<file path="config.mk">
export PLATFORM = sky130hd
export DESIGN_NAME = control_multiciclo_flat
export DESIGN_NICKNAME = d
export VERILOG_FILES = /design/src/rtl/ctrl_pkg.sv /design/src/rtl/control_multiciclo_if.sv /design/src/rtl/control_multiciclo_decodificador_op.sv /design/src/rtl/control_multiciclo.sv /design/src/flat_wrapper.sv
export SDC_FILE = /design/constraint.sdc
export NUM_CORES = 1
export LEC_CHECK = 0
export ABC_AREA = 0
export CORE_MARGIN = 1.5
export CORE_UTILIZATION = 60
export DETAILED_ROUTE_END_ITERATION = 8
export DONT_BUFFER_PORTS = 1
export GPL_ROUTABILITY_DRIVEN = 0
export PLACE_DENSITY = 0.78
export SLEW_MARGIN = 20
export SYNTH_ARGS = -nofsm -noshare
export SYNTH_HDL_FRONTEND = slang
export SYNTH_SLANG_ARGS = --single-unit
</file>
<file path="constraint.sdc">
create_clock -name clk -period 2.34 [get_ports clk]
set_input_delay 0.468 -clock clk [delete_from_list [all_inputs] [get_ports clk]]
set_output_delay 0.468 -clock clk [all_outputs]
set_load 0.03 [all_outputs]
</file>
<file path="src/rtl/ctrl_pkg.sv">
// ---------------------------------------------------------------------------
// ctrl_pkg
// Shared definitions for the multi-cycle controller: FSM state codes, the
// opcodes the controller understands and the alu_op encodings it drives.
// ---------------------------------------------------------------------------
package ctrl_pkg;

  // State codes are part of the external interface (the state output).
  typedef enum logic [3:0] {
    S_FETCH  = 4'd0,
    S_DECODE = 4'd1,
    S_EXEC_R = 4'd2,
    S_EXEC_I = 4'd3,
    S_ADDR   = 4'd4,
    S_MEM_RD = 4'd5,
    S_MEM_WR = 4'd6,
    S_WB_R   = 4'd7,
    S_WB_MEM = 4'd8,
    S_BRANCH = 4'd9,
    S_JUMP   = 4'd10
  } state_t;

  // instr[31:26] opcodes
  localparam logic [5:0] OP_R    = 6'b000000;
  localparam logic [5:0] OP_ADDI = 6'b001000;
  localparam logic [5:0] OP_LW   = 6'b100011;
  localparam logic [5:0] OP_SW   = 6'b101011;
  localparam logic [5:0] OP_BEQ  = 6'b000100;
  localparam logic [5:0] OP_J    = 6'b000010;

  // alu_op encodings
  localparam logic [2:0] ALU_ADD   = 3'b000;
  localparam logic [2:0] ALU_SUB   = 3'b001;
  localparam logic [2:0] ALU_FUNCT = 3'b010;

endpackage

</file>
<file path="src/rtl/control_multiciclo_if.sv">
// ---------------------------------------------------------------------------
// control_multiciclo_if
// Bundle between the multi-cycle controller and its datapath.
//   datapath -> controller : op[5:0], zf, mem_ack
//   controller -> datapath : enables/selects, alu_op[2:0], state[3:0],
//                            illegal_op, mem_err, retired[15:0]
// modport master : the controller side
// modport slave  : the datapath (or testbench) side
// ---------------------------------------------------------------------------
interface control_multiciclo_if;
  logic [5:0]  op;
  logic        zf;
  logic        mem_ack;

  logic        pc_write;
  logic        ir_write;
  logic        reg_write;
  logic        reg_dst;
  logic        alu_src;
  logic        mem_to_reg;
  logic        mem_read;
  logic        mem_write;
  logic        pc_src_branch;
  logic        pc_src_jump;
  logic [2:0]  alu_op;
  logic [3:0]  state;
  logic        illegal_op;
  logic        mem_err;
  logic [15:0] retired;

  modport master (
    input  op, zf, mem_ack,
    output pc_write, ir_write, reg_write, reg_dst, alu_src, mem_to_reg,
           mem_read, mem_write, pc_src_branch, pc_src_jump, alu_op, state,
           illegal_op, mem_err, retired
  );

  modport slave (
    output op, zf, mem_ack,
    input  pc_write, ir_write, reg_write, reg_dst, alu_src, mem_to_reg,
           mem_read, mem_write, pc_src_branch, pc_src_jump, alu_op, state,
           illegal_op, mem_err, retired
  );
endinterface

</file>
<file path="src/rtl/control_multiciclo_decodificador_op.sv">
// ---------------------------------------------------------------------------
// decodificador_op
// Purely combinational opcode decode for the controller.
//   op          : instruction opcode
//   dec_next    : state to take after DECODE
//   dec_illegal : opcode is not one of R/ADDI/LW/SW/BEQ/J
//   mem_next    : state to take after ADDR (MEM_RD for lw, MEM_WR for sw)
//   mem_illegal : op is neither lw nor sw while in ADDR
// ---------------------------------------------------------------------------
module decodificador_op
  import ctrl_pkg::*;
(
  input  logic [5:0] op,
  output state_t     dec_next,
  output logic       dec_illegal,
  output state_t     mem_next,
  output logic       mem_illegal
);

  always_comb begin
    dec_next    = S_FETCH;
    dec_illegal = 1'b0;
    case (op)
      OP_R:         dec_next = S_EXEC_R;
      OP_ADDI:      dec_next = S_EXEC_I;
      OP_LW, OP_SW: dec_next = S_ADDR;
      OP_BEQ:       dec_next = S_BRANCH;
      OP_J:         dec_next = S_JUMP;
      default:      dec_illegal = 1'b1;
    endcase
  end

  always_comb begin
    mem_next    = S_FETCH;
    mem_illegal = 1'b0;
    if (op == OP_LW)      mem_next = S_MEM_RD;
    else if (op == OP_SW) mem_next = S_MEM_WR;
    else                  mem_illegal = 1'b1;
  end

endmodule

</file>
<file path="src/rtl/control_multiciclo.sv">
// ---------------------------------------------------------------------------
// control_multiciclo
// Moore multi-cycle controller for a small MIPS-like datapath.
//   clk   : system clock, rising edge
//   reset : asynchronous, active-high
//   bus   : control_multiciclo_if.master (op/zf/mem_ack in, controls out)
// Parameter MEM_TIMEOUT: cycles spent in MEM_RD/MEM_WR without mem_ack
// before the access is abandoned and mem_err is raised.
// ---------------------------------------------------------------------------
module control_multiciclo
  import ctrl_pkg::*;
#(
  parameter int unsigned MEM_TIMEOUT = 255
) (
  input  logic                  clk,
  input  logic                  reset,
  control_multiciclo_if.master  bus
);

  localparam int CNT_W = (MEM_TIMEOUT < 2) ? 1 : $clog2(MEM_TIMEOUT + 1);
  localparam logic [CNT_W-1:0] WAIT_LIMIT = CNT_W'(MEM_TIMEOUT);

  state_t            state_reg, state_next;
  logic [CNT_W-1:0]  wait_cnt_reg, wait_cnt_next;
  logic [15:0]       retired_reg, retired_next;
  logic              illegal_reg, illegal_next;
  logic              mem_err_reg, mem_err_next;
  logic              imm_path_reg, imm_path_next;
  logic              zf_reg;

  state_t            dec_next, mem_next;
  logic              dec_illegal, mem_illegal;
  logic [CNT_W-1:0]  wait_inc;
  logic              wait_expired;

  decodificador_op u_dec (
    .op          (bus.op),
    .dec_next    (dec_next),
    .dec_illegal (dec_illegal),
    .mem_next    (mem_next),
    .mem_illegal (mem_illegal)
  );

  // The cycle whose increment would reach MEM_TIMEOUT is the last chance;
  // an ack on that same cycle still wins.
  assign wait_inc     = wait_cnt_reg + CNT_W'(1);
  assign wait_expired = (wait_inc == WAIT_LIMIT);

  always_ff @(posedge clk or posedge reset) begin
    if (reset) begin
      state_reg    <= S_FETCH;
      wait_cnt_reg <= '0;
      retired_reg  <= '0;
      illegal_reg  <= 1'b0;
      mem_err_reg  <= 1'b0;
      imm_path_reg <= 1'b0;
      zf_reg       <= 1'b0;
    end else begin
      state_reg    <= state_next;
      wait_cnt_reg <= wait_cnt_next;
      retired_reg  <= retired_next;
      illegal_reg  <= illegal_next;
      mem_err_reg  <= mem_err_next;
      imm_path_reg <= imm_path_next;
      // zf is registered so no output depends combinationally on it; in
      // BRANCH this holds the compare result presented during DECODE.
      zf_reg       <= bus.zf;
    end
  end

  always_comb begin
    state_next    = S_FETCH;
    wait_cnt_next = wait_cnt_reg;
    retired_next  = retired_reg;
    illegal_next  = illegal_reg;
    mem_err_next  = mem_err_reg;
    imm_path_next = imm_path_reg;
    case (state_reg)
      S_FETCH:  state_next = S_DECODE;
      S_DECODE: begin
        state_next = dec_next;
        if (dec_illegal) illegal_next = 1'b1;
      end
      S_EXEC_R: begin
        state_next    = S_WB_R;
        imm_path_next = 1'b0;
      end
      S_EXEC_I: begin
        state_next    = S_WB_R;
        imm_path_next = 1'b1;
      end
      S_ADDR: begin
        state_next = mem_next;
        if (mem_illegal) illegal_next = 1'b1;
      end
      S_MEM_RD: begin
        if (bus.mem_ack) begin
          state_next = S_WB_MEM;
        end else if (wait_expired) begin
          state_next   = S_FETCH;
          mem_err_next = 1'b1;
        end else begin
          state_next    = S_MEM_RD;
          wait_cnt_next = wait_inc;
        end
      end
      S_MEM_WR: begin
        if (bus.mem_ack) begin
          state_next   = S_FETCH;
          retired_next = retired_reg + 16'd1;
        end else if (wait_expired) begin
          state_next   = S_FETCH;
          mem_err_next = 1'b1;
        end else begin
          state_next    = S_MEM_WR;
          wait_cnt_next = wait_inc;
        end
      end
      S_WB_R, S_WB_MEM, S_BRANCH, S_JUMP: begin
        state_next   = S_FETCH;
        retired_next = retired_reg + 16'd1;
      end
      default: state_next = S_FETCH;
    endcase
    // Counter is held at zero outside the memory states, so it is clear on entry.
    if (state_next != S_MEM_RD && state_next != S_MEM_WR) wait_cnt_next = '0;
  end

  logic       pc_write, ir_write, reg_write, reg_dst, alu_src, mem_to_reg;
  logic       mem_read, mem_write, pc_src_branch, pc_src_jump;
  logic [2:0] alu_op;

  // Moore decode of the registered state; reset blanks the strobes at once
  // because the FETCH state itself would otherwise assert pc_write/ir_write.
  always_comb begin
    pc_write      = 1'b0;
    ir_write      = 1'b0;
    reg_write     = 1'b0;
    reg_dst       = 1'b0;
    alu_src       = 1'b0;
    mem_to_reg    = 1'b0;
    mem_read      = 1'b0;
    mem_write     = 1'b0;
    pc_src_branch = 1'b0;
    pc_src_jump   = 1'b0;
    alu_op        = ALU_ADD;
    if (!reset) begin
      case (state_reg)
        S_FETCH: begin
          ir_write = 1'b1;
          pc_write = 1'b1;
        end
        S_EXEC_R: alu_op = ALU_FUNCT;
        S_EXEC_I: alu_src = 1'b1;
        S_ADDR:   alu_src = 1'b1;
        S_MEM_RD: mem_read = 1'b1;
        S_MEM_WR: mem_write = 1'b1;
        S_WB_R: begin
          reg_write = 1'b1;
          reg_dst   = ~imm_path_reg;
        end
        S_WB_MEM: begin
          reg_write  = 1'b1;
          mem_to_reg = 1'b1;
        end
        S_BRANCH: begin
          alu_op        = ALU_SUB;
          pc_write      = zf_reg;
          pc_src_branch = zf_reg;
        end
        S_JUMP: begin
          pc_write    = 1'b1;
          pc_src_jump = 1'b1;
        end
        default: ;
      endcase
    end
  end

  assign bus.pc_write      = pc_write;
  assign bus.ir_write      = ir_write;
  assign bus.reg_write     = reg_write;
  assign bus.reg_dst       = reg_dst;
  assign bus.alu_src       = alu_src;
  assign bus.mem_to_reg    = mem_to_reg;
  assign bus.mem_read      = mem_read;
  assign bus.mem_write     = mem_write;
  assign bus.pc_src_branch = pc_src_branch;
  assign bus.pc_src_jump   = pc_src_jump;
  assign bus.alu_op        = alu_op;
  assign bus.state         = state_reg;
  assign bus.illegal_op    = illegal_reg;
  assign bus.mem_err       = mem_err_reg;
  assign bus.retired       = retired_reg;

endmodule

</file>
<file path="src/flat_wrapper.sv">
// flat-port wrapper written by rule: the top's interface ports become plain ports
module control_multiciclo_flat import ctrl_pkg::*;
#(
  parameter int unsigned MEM_TIMEOUT = 255
)
  (clk, reset, bus_op, bus_zf, bus_mem_ack, bus_pc_write, bus_ir_write, bus_reg_write, bus_reg_dst, bus_alu_src, bus_mem_to_reg, bus_mem_read, bus_mem_write, bus_pc_src_branch, bus_pc_src_jump, bus_alu_op, bus_state, bus_illegal_op, bus_mem_err, bus_retired);
  control_multiciclo_if bus_i ();
  input  logic clk;
  input  logic reset;
  input wire logic [$bits(bus_i.op)-1:0] bus_op;
  input wire logic [$bits(bus_i.zf)-1:0] bus_zf;
  input wire logic [$bits(bus_i.mem_ack)-1:0] bus_mem_ack;
  output wire logic [$bits(bus_i.pc_write)-1:0] bus_pc_write;
  output wire logic [$bits(bus_i.ir_write)-1:0] bus_ir_write;
  output wire logic [$bits(bus_i.reg_write)-1:0] bus_reg_write;
  output wire logic [$bits(bus_i.reg_dst)-1:0] bus_reg_dst;
  output wire logic [$bits(bus_i.alu_src)-1:0] bus_alu_src;
  output wire logic [$bits(bus_i.mem_to_reg)-1:0] bus_mem_to_reg;
  output wire logic [$bits(bus_i.mem_read)-1:0] bus_mem_read;
  output wire logic [$bits(bus_i.mem_write)-1:0] bus_mem_write;
  output wire logic [$bits(bus_i.pc_src_branch)-1:0] bus_pc_src_branch;
  output wire logic [$bits(bus_i.pc_src_jump)-1:0] bus_pc_src_jump;
  output wire logic [$bits(bus_i.alu_op)-1:0] bus_alu_op;
  output wire logic [$bits(bus_i.state)-1:0] bus_state;
  output wire logic [$bits(bus_i.illegal_op)-1:0] bus_illegal_op;
  output wire logic [$bits(bus_i.mem_err)-1:0] bus_mem_err;
  output wire logic [$bits(bus_i.retired)-1:0] bus_retired;
  assign bus_i.op = bus_op;
  assign bus_i.zf = bus_zf;
  assign bus_i.mem_ack = bus_mem_ack;
  assign bus_pc_write = bus_i.pc_write;
  assign bus_ir_write = bus_i.ir_write;
  assign bus_reg_write = bus_i.reg_write;
  assign bus_reg_dst = bus_i.reg_dst;
  assign bus_alu_src = bus_i.alu_src;
  assign bus_mem_to_reg = bus_i.mem_to_reg;
  assign bus_mem_read = bus_i.mem_read;
  assign bus_mem_write = bus_i.mem_write;
  assign bus_pc_src_branch = bus_i.pc_src_branch;
  assign bus_pc_src_jump = bus_i.pc_src_jump;
  assign bus_alu_op = bus_i.alu_op;
  assign bus_state = bus_i.state;
  assign bus_illegal_op = bus_i.illegal_op;
  assign bus_mem_err = bus_i.mem_err;
  assign bus_retired = bus_i.retired;
  control_multiciclo #(.MEM_TIMEOUT(MEM_TIMEOUT)) u_core (.clk(clk), .reset(reset), .bus(bus_i));
endmodule
</file>
=== Yosys cells after proc, flatten, opt, wreduce, memory -nomap -nowiden ===
Index checks and enable logic that the tools add are counted.

* Add/sub/neg operators: 2
* Reductions and logical operators: 19
* Muxes and demuxes: 42
* Equality and inequality tests: 23
* Bitwise operators: 2

{| class="wikitable"
|+ Operators with widths
! cell !! number
|-
| 8-bit two-way mux || 4
|-
| 16-bit case mux with 2 select lines || 1
|-
| 4-bit case mux with 6 select lines || 1
|-
| 1-bit two-way mux || 23
|-
| 4-bit case mux with 5 select lines || 1
|-
| 16-bit by 1-bit adder with 16-bit output (second input constant) || 1
|-
| 4-bit by 3-bit equality test with 1-bit output (second input constant) || 4
|-
| 16-bit two-way mux || 1
|-
| 3-bit two-way mux || 5
|-
| 4-bit equality test (second input constant) || 3
|-
| 6-bit equality test (second input constant) || 2
|-
| 2-bit OR reduction || 6
|-
| 3-bit AND reduction || 3
|-
| 8-bit by 1-bit adder with 8-bit output (second input constant) || 1
|-
| 4-bit by 2-bit equality test with 1-bit output (second input constant) || 2
|-
| 8-bit equality test (second input constant) || 1
|-
| 4-bit two-way mux || 2
|-
| 4-bit by 3-bit != test with 1-bit output (second input constant) || 2
|-
| 2-bit nonzero test || 4
|-
| 6-bit by 2-bit equality test with 1-bit output (second input constant) || 1
|-
| 6-bit by 3-bit equality test with 1-bit output (second input constant) || 1
|-
| 6-bit by 4-bit equality test with 1-bit output (second input constant) || 1
|-
| 6-bit logical NOT || 1
|-
| 2-bit != test (second input constant) || 3
|-
| 10 further kinds || 14
|}

* Logic and storage cells: 95
* Input bits: 10
* Bits in registers: 32
* Output and inout port bits: 35

=== Logic depth before layout (Yosys ltp) ===
* Word-level depth: 9
* Depth in mapped cells: 7
* Mapped depth without buffers: 7

=== Cells and area by module ===
A second synthesis with hierarchy kept.

* Cell total of the unflattened synthesis: 212
* Area, all modules: 1949.4 um2

{| class="wikitable"
|+ Modules (own cells, without submodules)
! module !! seq. area each (um2) !! cells an instance !! area an instance (um2) !! times used
|-
| control_multiciclo || 800.8 || 195 || 1834.3 || 1
|-
| decodificador_op || 0.0 || 17 || 115.1 || 1
|}

=== Least setup slack after synthesis ===
Ideal clock, no wire load.

* Path type: input-to-output
* Start point: input reset
* End point: output bus_pc_write
* Path buffers: 0
* Data required time: 1.872 ns
* Cell stages on the path: 5
* Data arrival time: 2.554 ns
* Slack: -0.682 ns
* Path through: inv_1 > nand2_1 > nor2_1 > and2_1 > or3_1

* Word-level cells in the longest chain between the ends: 1

{| class="wikitable"
|+ Ends and longest elaborated chain
! what !! line !! text
|-
| from (decl) || flat_wrapper.sv:9 || <nowiki>input logic reset;</nowiki>
|-
| 1-bit two-way mux || control_multiciclo.sv:147 || <nowiki>if (!reset) begin</nowiki>
|-
| to (decl) || flat_wrapper.sv:13 || <nowiki>output wire logic [$bits(bus_i.pc_write)-1:0] bus_pc_write;</nowiki>
|}

No other way between the ends.

=== Worst setup path after layout ===
* Start point: register u_core.state_reg[3] (netlist: u_core.bus.state[3])
* End point: output bus_pc_write

* Word-level cells in the longest chain between the ends: 4
* Elaborated cells between the ends (all ways): 6
* Classes of those cells: eq/ne: 2; mux: 2; reduce/logical: 2

{| class="wikitable"
|+ Ends and longest elaborated chain
! what !! line !! text
|-
| from (decl) || control_multiciclo.sv:23 || <nowiki>state_t state_reg, state_next;</nowiki>
|-
| from (signal assigned) || control_multiciclo.sv:59 || <nowiki>state_reg <= state_next;</nowiki>
|-
| 4-bit equality test or 4-bit logical NOT (tied branches) || control_multiciclo.sv:148 || <nowiki>case (state_reg)</nowiki>
|-
| 2-bit OR reduction (no line) || n/a ||
|-
| 1-bit case mux with 2 select lines * || control_multiciclo.sv:148 ||
|-
| 1-bit two-way mux * || control_multiciclo.sv:147 ||
|}

Mark *: on every way between the ends. The rest lies on a longest branch, timed or not.

==> flow_summary.ini <==
[floorplanning]
die_x_um = 59.56
die_area_mm2 = 0.003547
fp-row-count = 20
core_area_mm2 = 0.003053
start_util = 0.6287
pin_count = 45
die-height_um = 59.56

[clocking]
cts_sinks = 32
cts_root_buffer = clkbuf_4
cts_buffers = 5
path_clk_slew_ps = 110
cts_tree = built
ctsHoldBuffers = 0
cts_resized = 0
cts_max_level = 2
worstSkewPairLatency_ps = 330
cts_buffer_depth = 2
post_cts_buffers = 0

[logic_synthesis]
synthCells = 206
avgSynthCellArea_um2 = 9.317
ys_types = 49
async_reset_ff_frac = 1.000
syn_nets = 219
synth_edf_count = 0
ys.flop_type = dfrtp_1
ys_warn_count = 0
synth-seq-cells = 32
ys_seq_area_frac = 0.4172
syn_area_mm2 = 0.001919

[flow_run]
max_cap_violations = 0

[global_route]
grt_max_degree = 18
grt_usage = 0.2517
grt_first_pass_wirelength_mm = 6.624
antenna_found_initial = 0
grt-ovfl-total = 0
grt_pass1_vias = 1481

[timing]
setup_slack_ps = 118.6
hold_violations = 0
slew_violations = 0
rsz0062_at_grt = false
worst_pin_slew_ps = 536.8
slew_headroom = 0.6392
finalCriticalPeriod_ps = 2221
setup_violations = 0
period_share = 0.9493
fmaxAchievable_mhz = 450.2
finalClockSkew_ps = 13.73

[critical_path]
path_class = flop to output pin
required_ps = 1870
cp_max_fo = 12
worstSetupStartpointType = flop
cp-end-kind = output pin
cp_data_arrival_time_ps = 1750

[outcome]
run_status = finished clean

[cells_and_area]
final_common_cell = dfrtp_1
final_cell_mix = 30 x dfrtp_1, 19 x nand2_1, 18 x nor2_1, 18 x buf_4, 12 x xnor2_1
nets = 232
area_growth_pct = 11.47
utilization = 0.7008
multi_input_comb_area_mm2 = 0.001046
final_cells = 264
diodes = 0
seq_area_um2 = 803.3
drive_gt1_frac = 0.1955
largest_reg_flops = 16
num-fill-cells = 237

[power_and_ir_drop]
p_per_area_mw_per_mm2 = 795.7
switchingPower_w = 0.0007246
clockPowerShare = 0.198
p_int_w = 0.0009779
p_sw_frac = 0.4256
vdd_drop_max_mv = 0.5115
comb_power_share = 0.342
p_seq_frac = 0.460
p_leak_nw = 0.9367

[routing]
drt_iter0_drc = 138
drc = 0
ant_nets = 0
wl_per_cell_um = 15.80
drt_wl_total_mm = 4.172
first_pass_iters = 4
vias = 1585
routed_via_density = 6.004

[placement]
io_buffers = 0
place_inst = 256
place_ws_ps = 268.9
dp_hpwl_mm = 2.988

[hold_path]
hold_class = input pin to asynchronous set/reset pin
layout make-up:
| class | count | share of cell area |
|---|---|---|
| multi-input combinational | 152 | 0.4889 |
| sequential | 32 | 0.3754 |
| timing repair buffer | 18 | 0.06316 |
| clock buffer | 8 | 0.02749 |
| tap | 44 | 0.02573 |
| inverter | 10 | 0.01930 |
worst paths after layout:
kind / start / slack (ps) / end / depth (start not counted)
max in group asynchronous: reset / 2080 / u_core.bus.retired[9]$_DFFE_PP0P_ / 2
worst min register to register: u_core.imm_path_reg$_DFFE_PP0P_ / 500 / u_core.imm_path_reg$_DFFE_PP0P_ / 2
worst max-delay path: u_core.bus.state[3]$_DFF_PP0_ / 120 / bus_pc_write / 5
min in group clk: bus_zf / 160 / u_core.zf_reg$_DFF_PP0_ / 0
worst max register to register: u_core.wait_cnt_reg[1]$_DFFE_PP0P_ / 220 / u_core.wait_cnt_reg[4]$_DFFE_PP0P_ / 5
worst min-delay path: reset / 60 / u_core.bus.state[2]$_DFF_PP0_ / 2
routing by layer:
layer / wire, um / global-route usage
met1: 1793 / 0.2975
met4: 19 / 0.07937
met5: 0 / 0
met2: 2112 / 0.4239
met3: 247 / 0.09389
cell usage after synthesis, types with 3 or more instances:
cell,number,share of area
ha_1,3,0.020
xor2_1,10,0.046
clkbuf_1,3,0.0059
a21oi_1,11,0.029
o21ai_0,3,0.0078
xnor2_1,12,0.055
inv_1,10,0.020
nor4_1,3,0.0098
nor2_1,19,0.037
and3_1,7,0.023
nand2b_1,5,0.016
nand2_1,20,0.039
nand4_1,8,0.026
nand3_1,3,0.0078
buf_2,7,0.018
nor3_1,9,0.023
dfrtp_1,32,0.42
power groups by stage:
stage | Clock [W] | Sequential (W) | Combinational (W)
2_1_floorplan | 0 | 0.000798 | 0.000421
3_5_place_dp | 0 | 0.000788 | 0.000575
5_1_grt | 0.000373 | 0.000799 | 0.000633
6_report | 0.000338 | 0.000783 | 0.000582
3_3_place_gp | 0 | 0.000787 | 0.000560
4_1_cts | 0.000346 | 0.000779 | 0.000575
through the flow:
stage	instance area (um2)	TNS (ps)	hold slack, ps	total power (W)
detailed placement	2073	0	425.0	0.001364
finish	2140	0	56.83	0.001703
global placement	2073	0	421.4	0.001347
floorplan	1941	-4.473	406.9	0.001219
global route	2140	0	35.82	0.001805
CTS	2132	0	47.68	0.001700
worst max-delay path, cell delays in order (launching register included):
cell     delay (ps)
dfrtp_2         510
nor2b_1         210
nand2_2         120
nor2_4           40
and2_4          140
or3_4           390
kinds of logic (layout without fill, tap and decap cells):
kind of cell / Yosys count / in the layout / share of synthesized area
XOR/XNOR: 22 / 22 / 0.1004
flip-flops: 32 / 32 / 0.4172
other: 1 / 1 / 0.001954
adder cells (fa/ha/maj): 3 / 3 / 0.01956
multiplexers: 2 / 2 / 0.01108
AO/OA/AOI/OAI: 35 / 35 / 0.1480
buffers and inverters: 22 / 36 / 0.04954
AND/OR/NAND/NOR: 89 / 89 / 0.2523
No activity file was read; power rests on OpenSTA's default activity.
